--- config.mk ---
export PLATFORM = sky130hd
export DESIGN_NAME = bp_be_long_wb_queue
export DESIGN_NICKNAME = d
export VERILOG_FILES = /design/src/rtl/bp_be_long_wb_queue.sv
export SDC_FILE = /design/constraint.sdc
export NUM_CORES = 1
export LEC_CHECK = 0
export ABC_AREA = 1
export CAP_MARGIN = 20
export CORE_MARGIN = 2
export CORE_UTILIZATION = 51
export CTS_CLUSTER_DIAMETER = 100
export DETAILED_ROUTE_END_ITERATION = 10
export GPL_TIMING_DRIVEN = 0
export PLACE_DENSITY = 0.89
export SLEW_MARGIN = 20
export SYNTH_ARGS = -nofsm -noshare
export SYNTH_HDL_FRONTEND = slang
export SYNTH_SLANG_ARGS = --single-unit
export TNS_END_PERCENT = 1
--- constraint.sdc ---
create_clock -name clk_i -period 9 [get_ports clk_i]
set_input_delay 1.8 -clock clk_i [delete_from_list [all_inputs] [get_ports clk_i]]
set_output_delay 1.8 -clock clk_i [all_outputs]
set_load 0.01 [all_outputs]
--- src/rtl/bp_be_long_wb_queue.sv ---
// ---------------------------------------------------------------------------
// bp_be_long_wb_queue
//
// Writeback queue for the long-latency (iterative divide) pipe. Results from
// the long pipe are captured in a small circular FIFO and written to the
// shared integer regfile port on any cycle the main pipeline leaves it free.
// A per-register scoreboard of outstanding long-op destinations gives the
// issue stage combinational RAW/WAW hazard detection. A credit counter limits
// the number of long ops in flight to the FIFO depth.
//
// Ports:
//   clk_i, reset_i         clock, synchronous active-high reset
//   issue_v_i              long op accepted by the long pipe this cycle
//   issue_rd_addr_i        destination of that op
//   ready_o                long-op issue permitted (credit available)
//   long_v_i               result valid from long pipe (no backpressure)
//   long_rd_addr_i/data_i  result destination / data
//   int_wb_v_i             main pipeline owns the regfile write port
//   wb_v_o                 regfile write enable from this block
//   wb_rd_addr_o/data_o    regfile write address / data (FIFO head)
//   probe_rs1/rs2/rd_addr_i operands of the instruction in issue
//   hazard_o               that instruction touches a pending destination
//
// Handshake semantics: issue_v_i is a valid qualified by ready_o; the issue
// side may only pulse issue_v_i when ready_o=1 (or when a writeback returns a
// credit in the same cycle). long_v_i has no ready: it is always accepted,
// which is safe because credit is reserved at issue. wb_v_o is a valid with
// an implicit ready of ~int_wb_v_i folded in: the head is consumed on every
// cycle wb_v_o=1.
// ---------------------------------------------------------------------------
module bp_be_long_wb_queue #(
    parameter int reg_addr_width_p = 5,
    parameter int dword_width_p    = 64,
    parameter int els_p            = 2
) (
    input  logic                        clk_i,
    input  logic                        reset_i,

    input  logic                        issue_v_i,
    input  logic [reg_addr_width_p-1:0] issue_rd_addr_i,
    output logic                        ready_o,

    input  logic                        long_v_i,
    input  logic [reg_addr_width_p-1:0] long_rd_addr_i,
    input  logic [dword_width_p-1:0]    long_rd_data_i,

    input  logic                        int_wb_v_i,
    output logic                        wb_v_o,
    output logic [reg_addr_width_p-1:0] wb_rd_addr_o,
    output logic [dword_width_p-1:0]    wb_rd_data_o,

    input  logic [reg_addr_width_p-1:0] probe_rs1_addr_i,
    input  logic [reg_addr_width_p-1:0] probe_rs2_addr_i,
    input  logic [reg_addr_width_p-1:0] probe_rd_addr_i,
    output logic                        hazard_o
);

    localparam int ptr_w_lp    = (els_p > 1) ? $clog2(els_p) : 1;
    localparam int cnt_w_lp    = $clog2(els_p + 1);
    localparam int num_regs_lp = 1 << reg_addr_width_p;

    localparam logic [ptr_w_lp-1:0] last_ptr_lp = ptr_w_lp'(els_p - 1);
    localparam logic [cnt_w_lp-1:0] max_cnt_lp  = cnt_w_lp'(els_p);
    localparam logic [cnt_w_lp-1:0] one_cnt_lp  = cnt_w_lp'(1);

    // -----------------------------------------------------------------------
    // FIFO storage and pointers
    // -----------------------------------------------------------------------
    logic [reg_addr_width_p-1:0] addr_mem [els_p];
    logic [dword_width_p-1:0]    data_mem [els_p];

    logic [ptr_w_lp-1:0] wr_ptr_r;
    logic [ptr_w_lp-1:0] rd_ptr_r;
    logic [cnt_w_lp-1:0] occ_r;

    logic enq;
    logic deq;
    logic empty;
    logic full;

    assign empty  = (occ_r == '0);
    assign full   = (occ_r == max_cnt_lp);
    assign enq    = long_v_i;
    // Main pipe always wins the port; the head drains on the first free cycle.
    assign wb_v_o = ~empty & ~int_wb_v_i;
    assign deq    = wb_v_o;

    // Head is read straight from storage, so a freshly enqueued result is
    // only visible the cycle after long_v_i (no bypass path).
    assign wb_rd_addr_o = addr_mem[rd_ptr_r];
    assign wb_rd_data_o = data_mem[rd_ptr_r];

    always_ff @(posedge clk_i) begin
        if (enq) begin
            addr_mem[wr_ptr_r] <= long_rd_addr_i;
            data_mem[wr_ptr_r] <= long_rd_data_i;
        end
    end

    always_ff @(posedge clk_i) begin
        if (reset_i) begin
            wr_ptr_r <= '0;
            rd_ptr_r <= '0;
            occ_r    <= '0;
        end else begin
            if (enq) begin
                wr_ptr_r <= (wr_ptr_r == last_ptr_lp) ? '0 : wr_ptr_r + 1'b1;
            end
            if (deq) begin
                rd_ptr_r <= (rd_ptr_r == last_ptr_lp) ? '0 : rd_ptr_r + 1'b1;
            end
            case ({enq, deq})
                2'b10:   occ_r <= occ_r + one_cnt_lp;
                2'b01:   occ_r <= occ_r - one_cnt_lp;
                default: occ_r <= occ_r;
            endcase
        end
    end

    // -----------------------------------------------------------------------
    // Issue credit: one per op from issue until its writeback
    // -----------------------------------------------------------------------
    logic [cnt_w_lp-1:0] credit_r;

    assign ready_o = (credit_r < max_cnt_lp);

    always_ff @(posedge clk_i) begin
        if (reset_i) begin
            credit_r <= '0;
        end else begin
            case ({issue_v_i, deq})
                2'b10:   credit_r <= credit_r + one_cnt_lp;
                2'b01:   credit_r <= credit_r - one_cnt_lp;
                default: credit_r <= credit_r;
            endcase
        end
    end

    // -----------------------------------------------------------------------
    // Destination scoreboard
    // -----------------------------------------------------------------------
    logic [num_regs_lp-1:0] sb_r;
    logic [num_regs_lp-1:0] sb_n;

    // Set is applied after clear so a new issue to the register being written
    // back this cycle keeps its pending bit. x0 never becomes pending.
    always_comb begin
        sb_n = sb_r;
        if (deq) begin
            sb_n[wb_rd_addr_o] = 1'b0;
        end
        if (issue_v_i) begin
            sb_n[issue_rd_addr_i] = 1'b1;
        end
        sb_n[0] = 1'b0;
    end

    always_ff @(posedge clk_i) begin
        if (reset_i) begin
            sb_r <= '0;
        end else begin
            sb_r <= sb_n;
        end
    end

    // Registered scoreboard only: this cycle's set/clear are not forwarded.
    // Checking rd as well blocks WAW, so a register never has two pending
    // writes in the queue.
    assign hazard_o = sb_r[probe_rs1_addr_i]
                    | sb_r[probe_rs2_addr_i]
                    | sb_r[probe_rd_addr_i];

    // -----------------------------------------------------------------------
    // Protocol checks
    // -----------------------------------------------------------------------
    // A full FIFO can still accept a result when the head drains that cycle.
    a_no_overflow: assert property (@(posedge clk_i) disable iff (reset_i)
        !(long_v_i && full && !deq));

    // Issue needs a free credit; a credit returned by a same-cycle writeback
    // counts, leaving the count unchanged.
    a_issue_credit: assert property (@(posedge clk_i) disable iff (reset_i)
        !(issue_v_i && !ready_o && !deq));

endmodule

==> metrics.md, run 1 <==
| Metric | Value |
|---|---|
| Clock latency on the worst-skew pair | 430 ps |
| Final worst path period share | 60.6% |
| Setup slack after layout | 3550 ps |
| Lkg Pwr | 3.62 nW |
| Pwr/cell area | 195 nW/um2 |
| Setup TNS | 0 ps |
| RR Startpoint | occ_r[0] |
| Post-synthesis cell type count | 33 |
| Setup CP Type | in2out |
| Post-Syn Nets | 770 |
| RSZ-0062 raised after global routing | false |
| I/O pin total | 166 |
| GRT overflow | 0 |
| Crit start category | input port |
| CTS resizes | 0 |
| Primary FF master, synth | edfxtp_1 |
| TritonCTS Buffers | 17 |
| Worst-Margin Slew | 949 ps |
| Final Net Count | 950 |
| Initial antenna violation count | 2 |
| Chip Width | 127 um |
| Hold Crit Start | sb_r[6] |
| Port bufs | 158 |
| Syn Inst Count | 674 |
| Layout Cells excl Fill | 1,052 |
| Critical Path Start | probe_rd_addr_i[0] |
| Area Growth Syn to Fin | 31.5% |
| Flops & latches, synth | 176 |
| Clock buffer depth | 2 |
| Vias in the first global route | 5,662 |
| Worst Path Arrival | 3650 ps |
| Placed cell count | 1,019 |
| 1st-iter DRT viols | 446 |
| CTS tree | built |
| Clk_skew | 8.01 ps |
| CP Capture Type | output port |
| Yosys warning total | 0 |
| Worst Hold Class | reg2reg |
| Post-synth ARST share | 0% |
| Number of antenna-violating nets in the routed design | 0 |
| Crit path required time | 7200 ps |
| Ratio of routed vias to standard cells | 5.46 |
| DIE AREA | 16,100 um2 |
| Final WL | 19.7 mm |
| Setup Fix Bufs, Post-CTS | 0 |
| Fin util | 69.4% |
| Fin. Hold Viols | 0 |
| Final GP Congestion | 0.928 |
| CTS clock-pin slew for the worst setup and hold paths | 60 ps |
| Tmin final | 5450 ps |
| Total power | 1.98 mW |
| Clk sinks | 176 |
| Post-synth top area share | 53.7% |
| Total number of vias | 5,743 |
| Pre-CTS WS | 3560 ps |
| Post-synth EDFFs | 138 |
| Aggregate global-route resource usage | 24.2% |
| Placed cell area | 9610 um2 |
| Pins Over Slew Limit | 0 |
| Top-count cell post-synth | nand2_1 |
| Synth area leaders | edfxtp_1 54%, dfxtp_1 9.9%, mux2_2 9.3% |
| Slew margin rel. | 36.2% |
| Post-route cell area | 10,200 um2 |
| Layout cell share with drive strength beyond 1 | 15.8% |
| Largest net degree at the start of global routing | 45 |
| First-pass GRT wire length | 29.5 mm |
| Achievable frequency | 183 MHz |
| Mean Syn Cell Area | 11.5 um2 |
| Register area share after synthesis | 63.5% |
| CP Max Fanout | 10 |
| Die H | 127 um |
| Core Area | 14,600 um2 |
| Post-CTS Hold Buffers | 0 |
| DRC violation count after routing | 0 |
| Post-DP HPWL | 13.7 mm |
| # rows | 44 |
| Worst vdd ir | 0.194 mV |
| Mapped cell area | 7720 um2 |
| Post-synth top area cell | edfxtp_1 |
| WHS | 485 ps |
| Final setup fails | 0 |
| # fillers | 1,019 |
| Max-cap violations | 0 |
| Clock root cell | clkbuf_16 |
| Post-DR wirelength/cell | 18.7 um |
| Most frequent cells after synthesis | 158 x nand2_1, 138 x edfxtp_1, 74 x nand3_1 |
| Starting Density | 52.7% |
| H-tree depth | 4 |
| TritonRoute pass-1 iters | 5 |
| Status | complete, no violations |
## placed cells by master (no fill, tap or decap), drive strengths merged
cell             n
clkinv           3
clkbuf          30
a31oi            1
nand3           78
or2              1
ha               2
clkinvlp         1
o21ai           37
o211ai           1
clkdlybuf4s50  158
mux2i            1
nand2          161
dfxtp           38
nand3b           1
bufinv           2
edfxtp         138
nor3            13
buf             23
mux2            64
inv             54
xnor2            2
nor2            21
nor3b            2
diode            2
a21oi           34
## path summary, 6_finish.rpt
path,slack (ps),depth (start not counted),endpoint
max reg2reg,7290,5,credit_r[0]
max,3550,11,hazard_o
min,490,2,sb_r[6]
min reg2reg,490,2,sb_r[6]
## cell families after synthesis
logic type / synth area share (%)
adders and majority gates: 0.324
buffers and inverters: 4.86
DFF: 63.5
and+or+nand+nor: 16.2
xor gates and xnor gates: 0.227
AOI/OAI and AO/OA: 5.46
muxes: 9.46
## critical path, cell delays in order
cell	delay [ps]
clkdlybuf4s50_1	500
buf_2	220
nor2_1	60
nor2_1	70
o21ai_0	90
nand3_1	80
nand3_1	80
nand3_1	70
nand2_1	80
nand3_1	70
clkdlybuf4s50_1	530
## area by class of cell
class / instances / area, um2 / share of cell area [%]
clock buffer: 25 / 455 / 4.48
multi-input combinational: 419 / 2450 / 24.1
inverter: 54 / 208 / 2.04
buffer: 25 / 170 / 1.68
sequential: 176 / 4900 / 48.3
timing repair buffer: 161 / 1650 / 16.2
antenna: 2 / 5.00 / 0.0493
tap: 184 / 230 / 2.27
clock inverter: 6 / 85.1 / 0.838
## sequential cells by signal, indices dropped and copies added, names as in the netlist, named ones only
signal,flops
credit_r,2
rd_ptr_r,1
wr_ptr_r,1
occ_r,2
addr_mem,10
data_mem,128
sb_r,31
## report_power, final
| part | internal (mW) | total (mW) | leakage (nW) | switching [mW] |
|---|---|---|---|---|
| combinational | 0.183 | 0.356 | 1.76 | 0.173 |
| clock | 0.406 | 0.686 | 0.257 | 0.280 |
| sequential | 0.921 | 0.936 | 1.60 | 0.0152 |
## routing by layer
metal,vias to the layer above,part of all wire (%),GRT usage [%]
met5,-,0,0
met3,53,7.7,6.28
met1,2704,37,28.0
li1,2722,-,-
met4,0,4.2,12.8
met2,264,51,41.5
(Power assumes the default switching activity.)
==> run 2: changes to the inputs <==
clock period = 5.15 ns   (was 9 ns; I/O delays follow)
==> results of run 2 <==
The final DEF is identical to that of run 1. Status: complete, no violations.
Main changes from that run: setup slack after placement 3560 ps -> 1250 ps; setup slack after layout 3550 ps -> 1240 ps; register-to-register setup slack 7290 ps -> 3440 ps; total power 1.98 mW -> 3.46 mW; worst IR drop on VDD 0.194 mV -> 0.339 mV
==> run 3: changes to the inputs <==
CORE_UTILIZATION = 46   (was 51)
PLACE_DENSITY = 0.85   (was 0.89)
clock period = 3.2 ns   (was 5.15 ns; I/O delays follow)
==> run 3 against run 2 <==
Non-clock buffer count unchanged. Critical endpoint is now wb_rd_data_o[57]. Die area up 11%. Clock skew is essentially flat. First-iteration DRC count is 19% lower. Critical path type is now reg2out. Clock-buffer cell count shrank 7. Critical path depth is 6 lower.
==> metrics.md, run 3 (synthesized netlist as in run 1, its figures left out) <==
| Metric | Value |
|---|---|
| Initial antenna violation count | 1 (-1) |
| Max-cap violations | 0 (unchanged) |
| Clk sinks | 176 (unchanged) |
| M3 GR Usage | 6.93% (+0.64 points) |
| Largest registers | data_mem x128, sb_r x31, addr_mem x10 |
| Fin. Hold Viols | 0 (unchanged) |
| Clock share of power | 35.2% (+0.5 points) |
| Crit start category | register |
| P_int | 4.19 mW |
| Core Area | 16,500 um2 (+13%) |
| CP Max Fanout | 10 (unchanged) |
| CTS clock-pin slew for the worst setup and hold paths | 60 ps (about the same) |
| Clock latency on the worst-skew pair | 430 ps (about the same) |
| Clk_skew | 7.63 ps (-0.381 ps) |
| DRC violation count after routing | 0 (unchanged) |
| Hold Crit Start | sb_r[6] |
| Ratio of routed vias to standard cells | 5.25 (-3.8%) |
| Commonest non-fill, non-tap cell in the layout | nand2_1 |
| CP Capture Type | output port |
| Largest net degree at the start of global routing | 40 (-11%) |
| I/O pin total | 166 (unchanged) |
| Number of antenna-violating nets in the routed design | 0 (unchanged) |
| Total power | 5.59 mW |
| # fillers | 1,286 (+26%) |
| Vias in the first global route | 5,618 (-0.78%) |
| Lkg Pwr | 3.64 nW (+0.45%) |
| R2R Setup Slk | 1540 ps |
| Post-DR wirelength/cell | 17.7 um (-5.5%) |
| CTS tree | built |
| Final worst path period share | 90.9% |
| Slew margin rel. | 37.1% (+0.91 points) |
| Top reg by flops | data_mem |
| Final setup fails | 0 (unchanged) |
| R2r endpoint | credit_r[0] |
| GRT busiest layer | met2 |
| TritonRoute pass-1 iters | 5 (unchanged) |
| Worst vdd ir | 0.423 mV |
| Final WL | 19.2 mm (-2.3%) |
| Setup Fix Bufs, Post-CTS | 0 (unchanged) |
| Setup CP Type | reg2out |
| Final Net Count | 950 (unchanged) |
| Tmin final | 2910 ps |
| Die H | 134 um (+5.1%) |
| Switching share of power | 25.1% |
| Area Growth Syn to Fin | 32.3% |
| Combinational power share | 17.8% (-0.2 points) |
| # rows | 47 (+6.8%) |
| DIE AREA | 17,800 um2 (+11%) |
| Reg2Reg Depth | 5 (unchanged) |
| Seq pwr share | 47.0% (-0.3 points) |
| H-tree depth | 4 (unchanged) |
| Achievable frequency | 344 MHz |
| P_sw | 1.40 mW |
| RSZ-0062 raised after global routing | false |
| 1st-iter DRT viols | 362 (-19%) |
| Max FFs per register | 128 (unchanged) |
| Pwr/cell area | 547 nW/um2 |
| Starting Density | 46.7% (-6.0 points) |
| RR Startpoint | occ_r[0] |
| GRT overflow | 0 (unchanged) |
| Port bufs | 158 (unchanged) |
| Min-Delay Endpoint | sb_r[6] |
| Clock buffer depth | 2 (unchanged) |
| Layout cell share with drive strength beyond 1 | 16.7% (+0.90 points) |
| Worst-Margin Slew | 936 ps (-13.6 ps) |
| Clock root cell | clkbuf_16 |
| Aggregate global-route resource usage | 22.1% (-2.1 points) |
| Met1 Resource Use GR | 25.1% (-2.8 points) |
| Total number of vias | 5,711 (-0.56%) |
| First-pass GRT wire length | 29.6 mm (+0.52%) |
| Chip Width | 134 um (+5.1%) |
| Post-DP HPWL | 13.3 mm (-2.5%) |
| Hold depth | 2 (unchanged) |
| TritonCTS Buffers | 17 (unchanged) |
| Worst Hold Class | reg2reg |
| Fin util | 61.8% (-7.5 points) |
| Met2 usage | 37.5% (-4.1 points) |
| Pins Over Slew Limit | 0 (unchanged) |
| Worst Path Arrival | 2270 ps |
| Final GP Congestion | 0.970 (+4.6%) |
| Status | complete, no violations |
| Most frequent cells in the layout | 158 x nand2_1, 157 x clkdlybuf4s50_1, 138 x edfxtp_1 |
| Crit path required time | 2560 ps |
## run 3: cell count changes in the layout (fill, tap and decap cells not counted), sizes merged
| cell | before | now |
|---|---|---|
| inv | 54 | 60 |
| clkinv | 3 | 5 |
| clkbuf | 30 | 24 |
| diode | 2 | 1 |
| clkdlybuf4s50 | 158 | 157 |
| bufinv | 2 | 1 |
| clkinvlp | 1 | 2 |
| dlymetal6s2s | 0 | 1 |
| buf | 23 | 22 |
## run 3: worst max-delay path by stage
| stage | slack (ps) | endpoint | startpoint | cells past startpoint |
|---|---|---|---|---|
| final | 290 | wb_rd_data_o[57] | register | 5 |
| after global routing | 210 | wb_rd_data_o[57] | register | 5 |
| after CTS | 60 | hazard_o | probe_rd_addr_i[0] | 11 |
| after detailed placement | 80 | hazard_o | probe_rd_addr_i[0] | 11 |
| after global placement | -1240 | data_mem[0][28] | long_v_i | 3 |
| after floorplan | 310 | addr_mem[0][0] | long_v_i | 2 |
## run 3: area by class of cell
class                      instances  area (um2)  area share [%]
clock buffer                      18         429            4.20
inverter                          54         208            2.03
multi-input combinational        419        2450            24.0
tap                              220         275            2.69
timing repair buffer             161        1640            16.1
buffer                            25         175            1.71
antenna                            1        2.50          0.0245
clock inverter                    14         131            1.29
sequential                       176        4900            48.0
## run 3: layer usage
metal  share of wire [%]  vias to the layer above  wire (um)
li1                    -                     2714          -
met3                 9.1                       50       1760
met4                 4.0                        0        769
met1                  35                     2683       6820
met2                  51                      264       9880
met5                   0                        -          0
## run 3: power groups by stage
stage	Clock, mW	Combinational (mW)	Sequential, mW
final	1.97	0.995	2.63
after floorplan	0	0.520	2.67
after global placement	0	0.964	2.68
after global routing	2.07	1.07	2.64
after detailed placement	0	0.991	2.68
after CTS	1.99	1.00	2.63
## run 3: repair_timing
item | CTS | global route
hold endpoints to repair | 0 | 0
hold buffers | 0 | 0
setup endpoints to repair | 0 | 1
resized for setup | 0 | 4
## run 3: per-stage QoR
step	instances	instance area (um2)	worst slack, ps	hold slack [ps]	setup TNS, ps
floorplan	674	7720	307	455	0
global placement	1052	9580	-1240	464	-123710
detailed placement	1055	9650	84.3	472	0
CTS	1087	10200	64.8	481	0
global route	1088	10200	210	506	0
finish	1088	10200	292	485	0
## run 3: critical path, stage by stage, from the launching register on
cell and delay [ps]:
dfxtp_1 360, buf_6 180, buf_4 230, buf_6 180, mux2_2 340, clkdlybuf4s50_1 540
